## config.mk

```make
export PLATFORM = sky130hd
export DESIGN_NAME = instr_encoder
export DESIGN_NICKNAME = d
export VERILOG_FILES = /design/src/rtl/instr_encoder.sv
export SDC_FILE = /design/constraint.sdc
export NUM_CORES = 1
export LEC_CHECK = 0
export ABC_AREA = 1
export BUFFER_PORTS_ARGS = -buffer_cell sky130_fd_sc_hd__buf_4
export CAP_MARGIN = 20
export CORE_MARGIN = 2
export CORE_UTILIZATION = 50
export CTS_CLUSTER_SIZE = 40
export DETAILED_ROUTE_END_ITERATION = 10
export GPL_TIMING_DRIVEN = 0
export MAX_ROUTING_LAYER = met4
export PLACE_DENSITY = 0.83
export SLEW_MARGIN = 25
export SYNTH_ARGS = -nofsm -noshare
export SYNTH_HDL_FRONTEND = slang
export SYNTH_SLANG_ARGS = --single-unit
```

## constraint.sdc

```tcl
create_clock -name clk -period 3.2 [get_ports clk]
set_input_delay 0.64 -clock clk [delete_from_list [all_inputs] [get_ports clk]]
set_output_delay 0.64 -clock clk [all_outputs]
set_load 0.02 [all_outputs]
```

## src/rtl/instr_encoder.sv

```systemverilog
// Packs decoded field bundles into RV32I words and streams them into instruction memory.
// Optional build macro INSTR_ENC_RANGE_CHECK_EN adds immediate range/alignment error flagging.
module instr_encoder #(
    parameter int ADDR_W = 12
) (
    input  logic              clk,
    input  logic              rst,
    input  logic              start,
    input  logic [ADDR_W-1:0] base_addr,
    input  logic              in_valid,
    output logic              in_ready,
    input  logic              in_last,
    input  logic [3:0]        in_op,
    input  logic [3:0]        in_alu_ctrl,
    input  logic [2:0]        in_funct3,
    input  logic [4:0]        in_rs1,
    input  logic [4:0]        in_rs2,
    input  logic [4:0]        in_rd,
    input  logic [31:0]       in_imm,
    output logic              mem_we,
    input  logic              mem_ready,
    output logic [ADDR_W-1:0] mem_addr,
    output logic [31:0]       mem_wdata,
    output logic              err,
    output logic              done,
    output logic [ADDR_W-2:0] word_cnt
);
    typedef enum logic [1:0] {S_IDLE, S_RUN, S_DONE} state_t;

    localparam logic [31:0] NOP     = 32'h0000_0013;
    localparam logic [6:0]  OP_R    = 7'b0110011;
    localparam logic [6:0]  OP_IMM  = 7'b0010011;
    localparam logic [6:0]  OP_LOAD = 7'b0000011;
    localparam logic [6:0]  OP_ST   = 7'b0100011;
    localparam logic [6:0]  OP_BR   = 7'b1100011;
    localparam logic [6:0]  OP_JAL  = 7'b1101111;
    localparam logic [6:0]  OP_JALR = 7'b1100111;
    localparam logic [6:0]  OP_LUI  = 7'b0110111;
    localparam logic [6:0]  OP_AUI  = 7'b0010111;

    state_t            state_q, state_d;
    logic              mem_we_q, mem_we_d;
    logic [ADDR_W-1:0] mem_addr_q, mem_addr_d;
    logic [31:0]       mem_wdata_q, mem_wdata_d;
    logic              err_q, err_d;
    logic              done_q, done_d;
    logic [ADDR_W-2:0] word_cnt_q, word_cnt_d;
    logic              last_taken_q, last_taken_d;

    logic [2:0]  alu_f3;
    logic [6:0]  alu_f7;
    logic        alu_bad;
    logic        is_shift;
    logic [11:0] imm_alu;
    logic [31:0] enc_word;
    logic        enc_bad;
    logic        range_bad;
    logic        accept;
    logic        wr_done;

    always_comb begin
        alu_f3  = 3'b000;
        alu_f7  = 7'b0000000;
        alu_bad = 1'b0;
        case (in_alu_ctrl)
            4'd0: alu_f3 = 3'b000;
            4'd1: alu_f7 = 7'b0100000;
            4'd2: alu_f3 = 3'b100;
            4'd3: alu_f3 = 3'b110;
            4'd4: alu_f3 = 3'b111;
            4'd5: alu_f3 = 3'b001;
            4'd6: alu_f3 = 3'b101;
            4'd7: begin alu_f3 = 3'b101; alu_f7 = 7'b0100000; end
            4'd8: alu_f3 = 3'b010;
            4'd9: alu_f3 = 3'b011;
            default: alu_bad = 1'b1;
        endcase
    end

    // Immediate shifts carry funct7 in imm[11:5] and only a 5-bit shamt.
    assign is_shift = (in_alu_ctrl == 4'd5) || (in_alu_ctrl == 4'd6) || (in_alu_ctrl == 4'd7);
    assign imm_alu  = is_shift ? {alu_f7, in_imm[4:0]} : in_imm[11:0];

    always_comb begin
        enc_word = NOP;
        enc_bad  = 1'b0;
        case (in_op)
            4'd0: if (alu_bad) enc_bad = 1'b1;
                  else enc_word = {alu_f7, in_rs2, in_rs1, alu_f3, in_rd, OP_R};
            4'd1: if (alu_bad || in_alu_ctrl == 4'd1) enc_bad = 1'b1;
                  else enc_word = {imm_alu, in_rs1, alu_f3, in_rd, OP_IMM};
            4'd2: enc_word = {in_imm[11:0], in_rs1, in_funct3, in_rd, OP_LOAD};
            4'd3: enc_word = {in_imm[11:5], in_rs2, in_rs1, in_funct3, in_imm[4:0], OP_ST};
            4'd4: enc_word = {in_imm[12], in_imm[10:5], in_rs2, in_rs1, in_funct3,
                              in_imm[4:1], in_imm[11], OP_BR};
            4'd5: enc_word = {in_imm[20], in_imm[10:1], in_imm[11], in_imm[19:12], in_rd, OP_JAL};
            4'd6: enc_word = {in_imm[11:0], in_rs1, 3'b000, in_rd, OP_JALR};
            4'd7: enc_word = {in_imm[31:12], in_rd, OP_LUI};
            4'd8: enc_word = {in_imm[31:12], in_rd, OP_AUI};
            default: enc_bad = 1'b1;
        endcase
    end

`ifdef INSTR_ENC_RANGE_CHECK_EN
    logic fit12, fit13, fit21;
    assign fit12 = (&in_imm[31:11]) | ~(|in_imm[31:11]);
    assign fit13 = (&in_imm[31:12]) | ~(|in_imm[31:12]);
    assign fit21 = (&in_imm[31:20]) | ~(|in_imm[31:20]);

    always_comb begin
        range_bad = 1'b0;
        case (in_op)
            4'd1, 4'd2, 4'd3, 4'd6: range_bad = ~fit12;
            4'd4:                   range_bad = ~fit13 | in_imm[0];
            4'd5:                   range_bad = ~fit21 | in_imm[0];
            4'd7, 4'd8:             range_bad = |in_imm[11:0];
            default:                range_bad = 1'b0;
        endcase
    end
`else
    assign range_bad = 1'b0;
`endif

    assign in_ready = (state_q == S_RUN) & ~last_taken_q & (~mem_we_q | mem_ready);
    assign accept   = in_valid & in_ready;
    assign wr_done  = mem_we_q & mem_ready;

    always_comb begin
        state_d      = state_q;
        mem_we_d     = mem_we_q;
        mem_addr_d   = mem_addr_q;
        mem_wdata_d  = mem_wdata_q;
        err_d        = err_q;
        done_d       = 1'b0;
        word_cnt_d   = word_cnt_q;
        last_taken_d = last_taken_q;
        case (state_q)
            S_IDLE: if (start) begin
                state_d      = S_RUN;
                mem_addr_d   = base_addr & ~ADDR_W'(3);
                word_cnt_d   = '0;
                err_d        = 1'b0;
                last_taken_d = 1'b0;
            end
            S_RUN: begin
                if (wr_done) begin
                    mem_we_d   = 1'b0;
                    mem_addr_d = mem_addr_q + ADDR_W'(4);
                    word_cnt_d = word_cnt_q + 1'b1;
                end
                if (accept) begin
                    mem_we_d     = 1'b1;
                    mem_wdata_d  = enc_word;
                    err_d        = err_q | enc_bad | range_bad;
                    last_taken_d = in_last;
                end
                if (last_taken_q && wr_done) begin
                    state_d = S_DONE;
                    done_d  = 1'b1;
                end
            end
            default: state_d = S_IDLE;
        endcase
    end

    always_ff @(posedge clk) begin
        if (rst) begin
            state_q      <= S_IDLE;
            mem_we_q     <= 1'b0;
            mem_addr_q   <= '0;
            mem_wdata_q  <= '0;
            err_q        <= 1'b0;
            done_q       <= 1'b0;
            word_cnt_q   <= '0;
            last_taken_q <= 1'b0;
        end else begin
            state_q      <= state_d;
            mem_we_q     <= mem_we_d;
            mem_addr_q   <= mem_addr_d;
            mem_wdata_q  <= mem_wdata_d;
            err_q        <= err_d;
            done_q       <= done_d;
            word_cnt_q   <= word_cnt_d;
            last_taken_q <= last_taken_d;
        end
    end

    assign mem_we    = mem_we_q;
    assign mem_addr  = mem_addr_q;
    assign mem_wdata = mem_wdata_q;
    assign err       = err_q;
    assign done      = done_q;
    assign word_cnt  = word_cnt_q;
endmodule
```

==> impl_metrics.json <==
{
  "status": "finished, final reports clean",
  "crit_top_cell": "nand2_2",
  "cts_hold_buf": 0,
  "dp_slack_ns": 1.279,
  "pwr_density_cell_mw_per_mm2": 419.0,
  "crit_slowest_cell": "dfxtp_1",
  "p_leak_nw": 2.124,
  "ys_warn_count": 0,
  "grt_pass1_wl_mm": 15.58,
  "fin_ws_ns": 1.295,
  "path_cells": "inv_2 > nand2_2 > inv_4 > nand2_2 > nor2_4 > buf_4",
  "overflow": 0,
  "finalHoldViolCount": 0,
  "fin_crit_sh_pct": 59.52,
  "mostFrequentLayoutCell": "nand2_1",
  "initial_utilization_pct": 51.25,
  "setup_viol": 0,
  "ys_ff_latch": 58,
  "fmax_ghz": 0.5250,
  "coreArea_mm2": 0.006314,
  "rsz0062_at_grt": "false",
  "grt_pass1_vias": 3480,
  "final_cell_mix": "nand2_1 (170), buf_4 (133), dfxtp_1 (58)",
  "fillers": 546,
  "post-route-min-period_ns": 1.905,
  "critical_path_required_ns": 2.56,
  "tightestPinTransition_ns": 0.5065,
  "end_kind": "output pin",
  "ios": 135,
  "vias": 3791,
  "synth_cells": 496,
  "drt_wl_total_mm": 9.656,
  "route.met2.wl_mm": 4.591,
  "grt_max_degree": 11,
  "wire_per_inst_um": 13.47,
  "gr-usage-all-layers_pct": 27.37,
  "cts_setup_buffers": 0,
  "cts.sinks": 58,
  "setup_tns_ns": 0,
  "vias_per_cell": 5.287,
  "vdd_ir_drop_max_v": 0.0003702,
  "syn_area_mm2": 0.003236,
  "fp.dieW_um": 84.45,
  "finalClockSkew_ns": 0.009173,
  "port_buffers": 128,
  "clock_latency_ns": 0.34,
  "antenna_found_initial": 0,
  "hold_class": "reg2reg",
  "numCtsBuffers": 9,
  "place_congestion": 0.9099,
  "die_area_mm2": 0.007131,
  "ys_seq_area_share_pct": 35.89,
  "cts_resized": 0,
  "critPathMaxStageDelay_ns": 0.31,
  "route.met3.wl_um": 877,
  "num_antenna_cells": 0,
  "drv_cap": 0,
  "cts_tree": "yes",
  "ant_nets": 0,
  "nets": 714,
  "critPathLaunchType": "register",
  "first_pass_iters": 5,
  "cts_root_buf": "clkbuf_8",
  "crit_type": "reg2out",
  "drive_gt1_share_pct": 29.38,
  "clkTransAtPathRegs_ns": 0.06,
  "clockBufferDepth": 2,
  "syn_to_final_growth_pct": 38.52,
  "avgSynthCellArea_um2": 6.523,
  "synth.distinct_cells": 42,
  "slew_viol_final": 0,
  "drt-met1-wl_mm": 4.012,
  "drc": 0,
  "topRoutingLayerUsed": "met4",
  "drtIter0Drc": 175,
  "maxSlewHeadroom_pct": 66.23,
  "rows": 29,
  "path_max_fanout": 9,
  "dp_hpwl_mm": 7.540,
  "h-tree-depth": 3,
  "fp.dieH_um": 84.45,
  "critPathArrivalTime_ns": 1.26
}
-- metrics by stage --
step	hold slack (ns)	area (µm²)	total power, mW	utilization [%]	std cells
2_1_floorplan	0.5135	3239	1.040	-	497
3_3_place_gp	0.4446	4297	1.217	68.05	702
3_5_place_dp	0.4491	4297	1.225	68.05	702
4_1_cts	0.4579	4482	1.874	70.99	717
5_1_grt	0.4862	4482	1.957	70.99	717
6_report	0.4628	4482	1.878	70.99	717
-- cells by family (layout without fill, tap and decap cells) --
| logic type | count (synthesis) | after routing | synth area share [%] |
|---|---|---|---|
| simple gates | 274 | 274 | 36.50 |
| buf+inv | 58 | 201 | 8.314 |
| xor+xnor | 6 | 6 | 1.624 |
| fa+ha+maj | 2 | 2 | 0.7733 |
| compound gates | 97 | 97 | 16.78 |
| other cells | 1 | 2 | 0.1159 |
| flops | 58 | 58 | 35.89 |
-- final timing paths --
kind / start / end / slack [ns] / cells past startpoint
worst max-delay path: state_q[1]$_SDFFE_PP0P_ / in_ready / 1.30 / 6
worst min-delay path: err$_SDFFE_PP0P_ / err$_SDFFE_PP0P_ / 0.46 / 2
worst max register to register: mem_we$_SDFFE_PP0P_ / mem_addr[2]$_SDFFE_PP0P_ / 1.63 / 6
worst min register to register: err$_SDFFE_PP0P_ / err$_SDFFE_PP0P_ / 0.46 / 2
-- critical path: cells and delay by family, from the launching register on --
| kind | cells | cell delay, ns |
|---|---|---|
| and+or+nand+nor | 3 | 0.28 |
| DFF | 1 | 0.31 |
| buffers and inverters | 3 | 0.33 |
-- Yosys cell counts (all sizes together) --
cell type,n,area share [%]
a221oi,1,0.27
o211a,1,0.31
nor3b,1,0.39
o31ai,1,0.23
a21o,2,0.46
nor3,10,1.7
o21ai,31,5.3
nand4,6,1.2
xor2,4,1.1
dfxtp,58,36
a32o,1,0.31
ha,2,0.77
inv,37,4.4
a21boi,1,0.23
xnor2,2,0.54
buf,14,3.1
nor2,50,6.7
a31o,1,0.27
a31oi,3,0.58
nand3,25,4.0
o211ai,1,0.23
nand2,182,23
conb,1,0.12
a21oi,52,8.2
clkinv,1,0.15
clkbuf,6,0.70
a211oi,2,0.46
-- state kept, by name, summed over array words and instances (netlist names) --
| name | cells |
|---|---|
| last_taken_q | 1 |
| err | 1 |
| mem_we | 1 |
| done | 1 |
| state_q | 2 |
| word_cnt | 11 |
| mem_wdata | 31 |
| mem_addr | 10 |
-- power by group --
part | internal [mW] | switching (mW) | total (mW)
Sequential | 0.756 | 0.0321 | 0.788
Clock | 0.374 | 0.288 | 0.663
Combinational | 0.179 | 0.247 | 0.427
-- per-layer routing --
| metal | global-route usage [%] | up-vias |
|---|---|---|
| met5 | - | - |
| li1 | - | 1882 |
| met1 | 32.40 | 1711 |
| met4 | 7.937 | 0 |
| met2 | 44.81 | 178 |
| met3 | 8.751 | 20 |
-- final cells by class --
type | count | area, µm² | share of cell area [%]
timing repair buffer | 128 | 960.9 | 21.44
clock buffer | 12 | 145.1 | 3.238
clock inverter | 3 | 40.04 | 0.8934
sequential | 58 | 1161 | 25.91
buffer | 20 | 122.6 | 2.736
tap | 77 | 96.34 | 2.150
multi-input combinational | 381 | 1809 | 40.37
inverter | 38 | 146.4 | 3.266
Note: power is estimated with default switching activity, not from simulation.
